[src/rtl/uart_rx_ovs.sv]
// UART receiver with oversampled, majority-voted bit recovery.
// Runs on the system clock. An internal tick generator divides it to OVERSAMPLE
// ticks per bit. The parity mode is latched per frame. The received word is
// handed off on a valid/ready port that reports overruns.
module uart_rx_ovs #(
    parameter int SYSCLK_RATE = 100000000,
    parameter int BAUD_RATE   = 9600,
    parameter int OVERSAMPLE  = 16,
    parameter int DATA_BITS   = 8,
    parameter int STOP_BITS   = 2,
    parameter bit MSB_FIRST   = 1'b1
) (
    input  logic                 Clk,
    input  logic                 Rst,
    input  logic                 Rx,
    input  logic [1:0]           Parity_Mode,
    output logic [DATA_BITS-1:0] Data_Out,
    output logic [2:0]           Rx_Error,
    output logic                 Data_Valid,
    input  logic                 Data_Ready,
    output logic                 Overrun,
    output logic                 Rx_Busy,
    output logic                 RTS
);

    localparam int DIV   = SYSCLK_RATE / (BAUD_RATE * OVERSAMPLE);
    localparam int DIV_W = (DIV > 1) ? $clog2(DIV) : 1;
    localparam int OS_W  = $clog2(OVERSAMPLE);
    localparam int BIT_W = $clog2(DATA_BITS);

    localparam logic [2:0] S_IDLE   = 3'd0;
    localparam logic [2:0] S_START  = 3'd1;
    localparam logic [2:0] S_DATA   = 3'd2;
    localparam logic [2:0] S_PARITY = 3'd3;
    localparam logic [2:0] S_STOP   = 3'd4;
    localparam logic [2:0] S_BREAK  = 3'd5;

    if (DIV < 1) begin : g_bad_div
        $error("uart_rx_ovs: SYSCLK_RATE too low for BAUD_RATE * OVERSAMPLE");
    end
    if ((OVERSAMPLE < 8) || (OVERSAMPLE % 2 != 0)) begin : g_bad_os
        $error("uart_rx_ovs: OVERSAMPLE must be even and at least 8");
    end
    if ((DATA_BITS < 5) || (DATA_BITS > 9)) begin : g_bad_data
        $error("uart_rx_ovs: DATA_BITS must be 5..9");
    end
    if ((STOP_BITS < 1) || (STOP_BITS > 2)) begin : g_bad_stop
        $error("uart_rx_ovs: STOP_BITS must be 1 or 2");
    end

    logic                 rx_meta, rxs, rxs_prev;
    logic [DIV_W-1:0]     div_cnt;
    logic [OS_W-1:0]      os_cnt;
    logic [2:0]           state_q, state_d;
    logic [1:0]           par_mode_q;
    logic [DATA_BITS-1:0] shreg, shift_next;
    logic [BIT_W-1:0]     bit_cnt;
    logic                 stop_cnt;
    logic                 s_a, s_b;
    logic                 par_bit_q, par_err_q, stop_err_q, brk_q;
    logic                 fall, tick, samp_a, samp_b, vote_pt, bit_end, vote;
    logic                 par_en, par_exp, last_data, last_stop;
    logic                 brk_first, frame_brk, restart, frame_done;

    // Two-flop synchroniser plus one delayed copy for falling-edge detection.
    always_ff @(posedge Clk or negedge Rst) begin
        if (!Rst) begin
            rx_meta  <= 1'b1;
            rxs      <= 1'b1;
            rxs_prev <= 1'b1;
        end else begin
            rx_meta  <= Rx;
            rxs      <= rx_meta;
            rxs_prev <= rxs;
        end
    end

    assign fall = rxs_prev & ~rxs;

    // Free-running baud-tick divider. It is re-phased whenever the FSM restarts bit timing.
    always_ff @(posedge Clk or negedge Rst) begin
        if (!Rst) begin
            div_cnt <= '0;
        end else if (restart || tick) begin
            div_cnt <= '0;
        end else begin
            div_cnt <= div_cnt + DIV_W'(1);
        end
    end

    assign tick = (div_cnt == DIV_W'(DIV - 1));

    // Tick position within the current bit. The tick that moves os_cnt to k is tick k.
    always_ff @(posedge Clk or negedge Rst) begin
        if (!Rst) begin
            os_cnt <= '0;
        end else if (restart) begin
            os_cnt <= '0;
        end else if (tick) begin
            os_cnt <= (os_cnt == OS_W'(OVERSAMPLE - 1)) ? '0 : os_cnt + OS_W'(1);
        end
    end

    // Samples land on ticks OVERSAMPLE/2-1, OVERSAMPLE/2 and OVERSAMPLE/2+1.
    // The third sample is taken live at the vote point.
    assign samp_a  = tick && (os_cnt == OS_W'(OVERSAMPLE / 2 - 2));
    assign samp_b  = tick && (os_cnt == OS_W'(OVERSAMPLE / 2 - 1));
    assign vote_pt = tick && (os_cnt == OS_W'(OVERSAMPLE / 2));
    assign bit_end = tick && (os_cnt == OS_W'(OVERSAMPLE - 1));
    assign vote    = (s_a & s_b) | (s_a & rxs) | (s_b & rxs);

    assign par_en    = (par_mode_q == 2'b01) || (par_mode_q == 2'b10);
    assign par_exp   = (par_mode_q == 2'b10) ? ~(^shreg) : ^shreg;
    assign last_data = (bit_cnt == BIT_W'(DATA_BITS - 1));
    assign last_stop = (stop_cnt == 1'(STOP_BITS - 1));

    // Break is decided on the first stop bit. With two stop bits it is carried forward.
    assign brk_first = (shreg == '0) && !(par_en && par_bit_q) && !vote;
    assign frame_brk = (stop_cnt == 1'b0) ? brk_first : brk_q;

    // The first received bit ends up in the MSB when MSB_FIRST is set, otherwise in the LSB.
    always_comb begin
        if (MSB_FIRST) begin
            shift_next = {shreg[DATA_BITS-2:0], vote};
        end else begin
            shift_next = {vote, shreg[DATA_BITS-1:1]};
        end
    end

    // Frame sequencing: next state, timing restart and frame-completion strobe.
    always_comb begin
        state_d    = state_q;
        restart    = 1'b0;
        frame_done = 1'b0;
        case (state_q)
            S_IDLE: begin
                if (fall) begin
                    state_d = S_START;
                    restart = 1'b1;
                end
            end
            S_START: begin
                if (vote_pt && vote) begin
                    state_d = S_IDLE;
                end else if (bit_end) begin
                    state_d = S_DATA;
                end
            end
            S_DATA: begin
                if (bit_end && last_data) begin
                    state_d = par_en ? S_PARITY : S_STOP;
                end
            end
            S_PARITY: begin
                if (bit_end) begin
                    state_d = S_STOP;
                end
            end
            S_STOP: begin
                // The frame ends at the last stop bit's vote. The rest of that bit is not waited for.
                if (vote_pt && last_stop) begin
                    frame_done = 1'b1;
                    if (frame_brk) begin
                        state_d = S_BREAK;
                        restart = 1'b1;
                    end else begin
                        state_d = S_IDLE;
                    end
                end
            end
            S_BREAK: begin
                // Any low sample restarts the one-bit-period high qualification.
                if (!rxs) begin
                    restart = 1'b1;
                end else if (bit_end) begin
                    state_d = S_IDLE;
                end
            end
            default: state_d = S_IDLE;
        endcase
    end

    // State register.
    always_ff @(posedge Clk or negedge Rst) begin
        if (!Rst) begin
            state_q <= S_IDLE;
        end else begin
            state_q <= state_d;
        end
    end

    // Per-frame datapath: vote samples, shift register, counters and error flags.
    always_ff @(posedge Clk or negedge Rst) begin
        if (!Rst) begin
            s_a        <= 1'b1;
            s_b        <= 1'b1;
            par_mode_q <= 2'b00;
            shreg      <= '0;
            bit_cnt    <= '0;
            stop_cnt   <= 1'b0;
            par_bit_q  <= 1'b0;
            par_err_q  <= 1'b0;
            stop_err_q <= 1'b0;
            brk_q      <= 1'b0;
        end else begin
            if (samp_a) begin
                s_a <= rxs;
            end
            if (samp_b) begin
                s_b <= rxs;
            end
            case (state_q)
                S_IDLE: begin
                    if (fall) begin
                        par_mode_q <= Parity_Mode;
                        bit_cnt    <= '0;
                        stop_cnt   <= 1'b0;
                        par_bit_q  <= 1'b0;
                        par_err_q  <= 1'b0;
                        stop_err_q <= 1'b0;
                        brk_q      <= 1'b0;
                    end
                end
                S_DATA: begin
                    if (vote_pt) begin
                        shreg <= shift_next;
                    end
                    if (bit_end) begin
                        bit_cnt <= bit_cnt + BIT_W'(1);
                    end
                end
                S_PARITY: begin
                    if (vote_pt) begin
                        par_bit_q <= vote;
                        par_err_q <= (vote != par_exp);
                    end
                end
                S_STOP: begin
                    if (vote_pt) begin
                        if (!vote) begin
                            stop_err_q <= 1'b1;
                        end
                        if (stop_cnt == 1'b0) begin
                            brk_q <= brk_first;
                        end
                    end
                    if (bit_end) begin
                        stop_cnt <= stop_cnt + 1'b1;
                    end
                end
                default: ;
            endcase
        end
    end

    // Output holding register. A completion in the accept cycle reloads it.
    // A completion while the register is still full is dropped and flagged.
    always_ff @(posedge Clk or negedge Rst) begin
        if (!Rst) begin
            Data_Out   <= '0;
            Rx_Error   <= 3'b000;
            Data_Valid <= 1'b0;
            Overrun    <= 1'b0;
        end else begin
            Overrun <= 1'b0;
            if (frame_done) begin
                if (!Data_Valid || Data_Ready) begin
                    Data_Out   <= frame_brk ? '0 : shreg;
                    Rx_Error   <= frame_brk ? 3'b001 : {stop_err_q | ~vote, par_err_q, 1'b0};
                    Data_Valid <= 1'b1;
                end else begin
                    Overrun <= 1'b1;
                end
            end else if (Data_Valid && Data_Ready) begin
                Data_Valid <= 1'b0;
            end
        end
    end

    assign Rx_Busy = (state_q != S_IDLE);
    assign RTS     = ~Data_Valid;

endmodule

[config.mk]
export PLATFORM = sky130hd
export DESIGN_NAME = uart_rx_ovs
export DESIGN_NICKNAME = d
export VERILOG_FILES = /design/src/rtl/uart_rx_ovs.sv
export SDC_FILE = /design/constraint.sdc
export NUM_CORES = 1
export LEC_CHECK = 0
export BUFFER_PORTS_ARGS = -buffer_cell sky130_fd_sc_hd__buf_4
export CORE_MARGIN = 2
export CORE_UTILIZATION = 35
export DETAILED_ROUTE_END_ITERATION = 16
export HOLD_SLACK_MARGIN = 0.15
export PLACE_DENSITY_LB_ADDON = 0.3
export SLEW_MARGIN = 25
export SYNTH_ARGS = -nofsm -noshare
export SYNTH_HDL_FRONTEND = slang
export SYNTH_SLANG_ARGS = --single-unit
[constraint.sdc]
create_clock -name Clk -period 2.9 [get_ports Clk]
set_input_delay 0.29 -clock Clk [delete_from_list [all_inputs] [get_ports Clk]]
set_output_delay 0.29 -clock Clk [all_outputs]
set_load 0.005 [all_outputs]
==> impl_metrics.env, run 1 <==
export IMPL_synthArstFlopShare_pct=100.0
export IMPL_grt_max_degree=54
export IMPL_grt_antenna_before_repair=0
export IMPL_setup_ws_ps=677.6
export IMPL_yosysTopAreaCell="dfrtp_1"
export IMPL_firstDrtPassIters=4
export IMPL_min_period_over_period_pct=76.64
export IMPL_fin_util_pct=41.34
export IMPL_syn_to_final_growth_pct=13.66
export IMPL_final_nets=321
export IMPL_path_buf_inv=0
export IMPL_slew_violations=0
export IMPL_rsz0062_at_grt="no"
export IMPL_cp_start_kind="flip-flop"
export IMPL_yosys_warnings=0
export IMPL_crit_slowest_cell="nor4b_1"
export IMPL_grt_usage_pct=12.71
export IMPL_path_class="reg -> reg"
export IMPL_die_x_microns=91.28
export IMPL_p_seq_share_pct=55.6
export IMPL_hold_violations=0
export IMPL_clkSlewWorstSetupHoldPaths_ps=100
export IMPL_clock_skew_final_ps=5.399
export IMPL_p_int_mw=1.144
export IMPL_vias_per_cell=4.809
export IMPL_crit_chain="or4b_4, nor4b_1, nand2_1, nand3_1, o21ai_0"
export IMPL_crit_family="simple AND/OR/NAND/NOR gates"
export IMPL_fmax_mhz=450.0
export IMPL_layout_drive_gt1_share_pct=14.47
export IMPL_slowest_delay_ps=650
export IMPL_cts_tree="done"
export IMPL_numCtsBuffers=5
export IMPL_initial_core_util_pct=36.37
export IMPL_pwr_share_comb_pct=19.4
export IMPL_core_sq_um=7331
export IMPL_tightest_slew_ps=749.0
export IMPL_ys_ff_latch=53
export IMPL_die_area_sq_um=8332
export IMPL_post_cts_repair_setup_buffers=0
export IMPL_synth_cells=281
export IMPL_synth_fp_nets=299
export IMPL_synth_ff_type="dfrtp_1"
export IMPL_drc_errors=0
export IMPL_ys_types=41
export IMPL_grt_overflow=0
export IMPL_grt_pass1_vias=1802
export IMPL_path_max_fanout=5
export IMPL_port_buffers=20
export IMPL_syn_cell_area_sq_um=2666
export IMPL_design_area_sq_um=3030
export IMPL_cp_data_required_time_ps=3090
export IMPL_dp_hpwl_microns=3498
export IMPL_yosys_top_cells_area="dfrtp_1 45%, nand2_1 7.3%, o21ai_0 6.0%"
export IMPL_crit_arrival_ps=2420
export IMPL_maxSlewHeadroom_pct=49.36
export IMPL_regToRegSetupSlack_ps=680
export IMPL_powerDensity_nw_per_um2=555.0
export IMPL_grt_pass1_wl_microns=8590
export IMPL_cap_viol_max_count=0
export IMPL_clkLatencyLatePin_ps=300
export IMPL_tns_ps=0
export IMPL_dpl_cell_area_sq_um=2920
export IMPL_synth_top_area_share_pct=45.05
export IMPL_routedWlPerCell_microns=12.25
export IMPL_ant_nets=0
export IMPL_vias=1938
export IMPL_setup_viol=0
export IMPL_synth_edf_count=0
export IMPL_gp_congestion=0.9006
export IMPL_period_minus_slack_ps=2222
export IMPL_drt_iter0_markers=118
export IMPL_switchingPower_mw=0.5375
export IMPL_power_leakage_nw=1.311
export IMPL_n_antenna_cell=0
export IMPL_die_y_microns=91.28
export IMPL_drt_wl_total_microns=4936
export IMPL_clock_path_buffers=2
export IMPL_num_rows=31
export IMPL_syn_avg_cell_area_sq_um=9.489
export IMPL_endpoint_kind="flip-flop"
export IMPL_min_path_type="in -> reg"
export IMPL_ys_seq_area_share_pct=49.98
export IMPL_htree_levels=2
export IMPL_root_buffer="clkbuf_8"
export IMPL_switching_share_pct=31.96
export IMPL_clkSinkCount=53
export IMPL_status="finished, final reports clean"
export IMPL_io_pins=21
export IMPL_p_clk_share_pct=25.0
export IMPL_place_ws_ps=645.8
export IMPL_peakVddDrop_mv=0.2389
[worst paths after layout]
path                                       from                   endpoint  cells after the start
setup / recovery           div_cnt[4]$_DFF_PN0_     bit_cnt[0]$_DFFE_PN0P_                      5
max in group asynchronous                   Rst          Overrun$_DFF_PN0_                      2
hold / removal                   Parity_Mode[0]  par_mode_q[0]$_DFFE_PN0P_                      2
setup reg to reg           div_cnt[4]$_DFF_PN0_     bit_cnt[0]$_DFFE_PN0P_                      5
min in group asynchronous                   Rst      os_cnt[2]$_DFFE_PN0P_                      2
hold reg to reg               rx_meta$_DFF_PN1_              rxs$_DFF_PN1_                      0
[cell usage after synthesis (2+ instances only)]
cell type,n
nor2_1,17
and3_1,3
dfstp_2,5
a21oi_1,11
mux2_2,2
clkbuf_1,8
xor2_1,7
mux2_4,2
mux2i_1,2
nand4_1,3
xnor2_1,7
nand2b_1,5
nor3b_1,3
nor3_1,5
nand3_1,16
nand2_1,52
or3_1,4
a31oi_1,2
or4b_1,2
dfrtp_1,48
inv_1,15
o21ai_0,32
ha_1,12
[cells in the final DEF (no fill, tap or decap), types with 2 or more instances in the layout]
cell type and instances:
nand2_1 52, clkbuf_8 5, nor2_1 17, o21ai_0 32
nand3_1 16, nand2b_1 5, inv_1 15, or4b_1 2
nor3b_1 3, xor2_1 7, nor3_1 5, a21oi_1 11
xnor2_1 7, buf_4 22, mux2_4 2, dlygate4sd3_1 2
nand4_1 3, and3_1 3, ha_1 12, mux2i_1 2
mux2_2 2, dfrtp_1 48, or3_1 4, dfstp_2 5
a31oi_1 2
[per-layer routing]
layer	GRT usage, %	up-vias	routed length (microns)
li1	-	1008	-
met1	18.31	900	2589
met2	18.89	28	2147
met3	2.905	2	167
met4	4.167	0	31
met5	0	-	0
[what timing repair did]
item | 4_1_cts | 5_1_grt
gates resized for setup | 0 | 0
hold buffers | 2 | 0
hold endpoints to repair | 49 | 0
[metrics by stage]
step	power [mW]	std cells	hold slack, ps
6_report	1.682	403	213.2
5_1_grt	1.805	403	204.7
4_1_cts	1.705	403	207.0
3_5_place_dp	1.276	393	346.8
3_3_place_gp	1.266	393	346.8
2_1_floorplan	1.179	281	-5.591
[power groups by stage]
| stage | Clock, mW | Combinational (mW) | Sequential (mW) |
|---|---|---|---|
| final | 0.421 | 0.326 | 0.935 |
| after global routing | 0.478 | 0.376 | 0.950 |
| after CTS | 0.440 | 0.331 | 0.934 |
| after detailed placement | 0 | 0.326 | 0.950 |
| after global placement | 0 | 0.323 | 0.943 |
| after floorplan | 0 | 0.283 | 0.895 |
[flip-flops by register name, summed over array words and instances, names as in the netlist, 2 cells and up]
signal and count:
div_cnt 10, Data_Out 8, shreg 8, os_cnt 4, Rx_Error 3, bit_cnt 3, state_q 3, par_mode_q 2
[final cells by class]
cell class                 instances  area (sq um)
fill                             717          4300
sequential                        53          1333
multi-input combinational        204          1242
timing repair buffer              24         185.2
tap                               99         123.9
clock buffer                       5         68.82
inverter                          15         56.30
clock inverter                     3         21.27
[cell families after synthesis]
kind of cell | after synthesis | synth area share [%]
AND/OR/NAND/NOR | 119 | 22.48
flip-flops | 53 | 49.98
AO/OA/AOI/OAI | 52 | 10.79
buffers and inverters | 24 | 3.425
XOR/XNOR | 14 | 4.599
adder cells (fa/ha/maj) | 13 | 6.006
multiplexers | 6 | 2.722
Power figures use the tool's default switching activity.
==> inputs of run 2 (changes only) <==
Clock period 2.9 ns to 2.1 ns, I/O delays scaled along.
==> run 2 against run 1 <==
Effect of this change: first-iteration DRC count is 35% lower; highest routed layer unchanged; largest cell class unchanged; clock power is 71% higher; utilization is 2.5 points higher; die area stayed put; global-route usage is 0.56 points higher; critical endpoint is now state_q[1]$_DFFE_PN0P_; via count is 4.2% higher; largest power group unchanged; setup slack worse by 650 ps; combinational power is 86% higher; sequential share of layout area is 2.5 points lower; register-to-register slack worse by 650 ps; sequential cell count stayed put; non-clock buffer count is 18 higher.
==> impl_metrics.env, run 2 (same netlist as run 1, synthesis figures left out) <==
export IMPL_drt_iter0_markers=77
export IMPL_place_ws_ps=19.69
export IMPL_clock_path_buffers=2
export IMPL_largestRegisters="div_cnt (10), Data_Out (8), shreg (8)"
export IMPL_powerDensity_nw_per_um2=796.4
export IMPL_design_area_sq_um=3217
export IMPL_cts_tree="done"
export IMPL_slew_violations=0
export IMPL_slowest_delay_ps=570
export IMPL_dp_hpwl_microns=3616
export IMPL_cp_start_kind="flip-flop"
export IMPL_grt_pass1_vias=1899
export IMPL_period_minus_slack_ps=2070
export IMPL_clock_skew_final_ps=9.663
export IMPL_root_buffer="clkbuf_8"
export IMPL_hold_violations=0
export IMPL_die_y_microns=91.28
export IMPL_tightest_slew_ps=681.9
export IMPL_vias=2020
export IMPL_path_buf_inv=0
export IMPL_num_rows=31
export IMPL_status="finished, final reports clean"
export IMPL_path_max_fanout=5
export IMPL_grt_antenna_before_repair=0
export IMPL_syn_to_final_growth_pct=20.65
export IMPL_min_path_type="in -> reg"
export IMPL_vias_per_cell=4.798
export IMPL_endpoint_kind="flip-flop"
export IMPL_numCtsBuffers=5
export IMPL_nFillCells=699
export IMPL_largest_reg_flops=10
export IMPL_dpl_cell_area_sq_um=3053
export IMPL_gp_congestion=0.8160
export IMPL_setup_ws_ps=30.00
export IMPL_final_nets=339
export IMPL_htree_levels=2
export IMPL_crit_top_cell="or4b_4"
export IMPL_initial_core_util_pct=36.37
export IMPL_hold_worst_slack_ps=222.1
export IMPL_routedWlPerCell_microns=11.96
export IMPL_layout_drive_gt1_share_pct=19.25
export IMPL_clkLatencyLatePin_ps=310
export IMPL_grt_overflow=0
export IMPL_crit_slowest_cell="or4b_4"
export IMPL_cap_viol_max_count=0
export IMPL_fmax_mhz=483.1
export IMPL_clkSlewWorstSetupHoldPaths_ps=100
export IMPL_die_x_microns=91.28
export IMPL_dp_cells=409
export IMPL_finalPower_mw=2.562
export IMPL_ant_nets=0
export IMPL_port_buffers=20
export IMPL_setup_viol=0
export IMPL_layout_common_cells="52 x nand2_1, 48 x dfrtp_1, 37 x buf_4"
export IMPL_firstDrtPassIters=4
export IMPL_grt_usage_pct=13.27
export IMPL_clkSinkCount=53
export IMPL_peakVddDrop_mv=0.5152
export IMPL_io_pins=21
export IMPL_rsz0062_at_grt="yes"
export IMPL_grt_max_degree=54
export IMPL_min_period_over_period_pct=98.57
export IMPL_final_common_cell="nand2_1"
export IMPL_power_leakage_nw=1.417
export IMPL_drc_errors=0
export IMPL_crit_family="simple AND/OR/NAND/NOR gates"
export IMPL_die_area_sq_um=8332
export IMPL_fin_util_pct=43.88
export IMPL_core_sq_um=7331
export IMPL_seq_area_sq_um=1333
export IMPL_crit_chain="or4b_4, or4b_4, o211ai_2, mux2i_1, o31ai_1"
export IMPL_n_antenna_cell=0
export IMPL_tns_ps=0
export IMPL_path_class="reg -> reg"
export IMPL_crit_arrival_ps=2300
export IMPL_drt_wl_total_microns=5035
export IMPL_layout_cells_non_filler=421
export IMPL_cp_data_required_time_ps=2330
export IMPL_maxSlewHeadroom_pct=54.54
export IMPL_multiInputGateArea_sq_um=1251
export IMPL_grt_pass1_wl_microns=8894
export IMPL_largest_register="div_cnt"
## run 2: worst paths after layout
| check | end | depth (start not counted) | startpoint | slack, ps |
|---|---|---|---|---|
| min in group asynchronous | div_cnt[3]$_DFF_PN0_ | 2 | Rst | 470 |
| setup reg to reg | state_q[1]$_DFFE_PN0P_ | 5 | div_cnt[4]$_DFF_PN0_ | 30 |
| setup / recovery | state_q[1]$_DFFE_PN0P_ | 5 | div_cnt[4]$_DFF_PN0_ | 30 |
| hold / removal | Overrun$_DFF_PN0_ | 3 | Data_Ready | 220 |
| hold reg to reg | rxs$_DFF_PN1_ | 0 | rx_meta$_DFF_PN1_ | 380 |
| max in group asynchronous | shreg[5]$_DFFE_PN0P_ | 2 | Rst | 1180 |
## run 2: report_power, final
part | internal, mW | switching, mW
combinational | 0.301 | 0.306
clock | 0.357 | 0.360
sequential | 1.13 | 0.108
total | 1.79 | 0.775
## run 2: what timing repair did
action	4_1_cts	5_1_grt
resized for setup	0	2
endpoints found under the setup margin	0	5
hold endpoints to repair	51	0
setup buffers	0	0
hold buffers	4	0
## run 2: worst reg2reg max path: cells and delay by family, from the launching register on
family           cells  cell delay [ps]
multiplexers         1              100
AND/OR/NAND/NOR      2             1080
flip-flops           1              390
AO/OA/AOI/OAI        2              410
## run 2: layout make-up
type	instances	area share [%]
Sequential cell	53	41.42
Clock buffer	5	2.139
Clock inverter	3	1.439
Inverter	15	1.750
Multi-Input combinational cell	204	38.90
Tap cell	99	3.851
Timing Repair Buffer	42	10.50
## run 2: metal layers
metal	part of all wire (%)	track usage [%]	vias to the layer above
li1	-	-	1041
met4	1.5	4.545	0
met1	51	18.03	938
met2	44	20.99	35
met5	0	0	-
met3	3.3	2.905	6
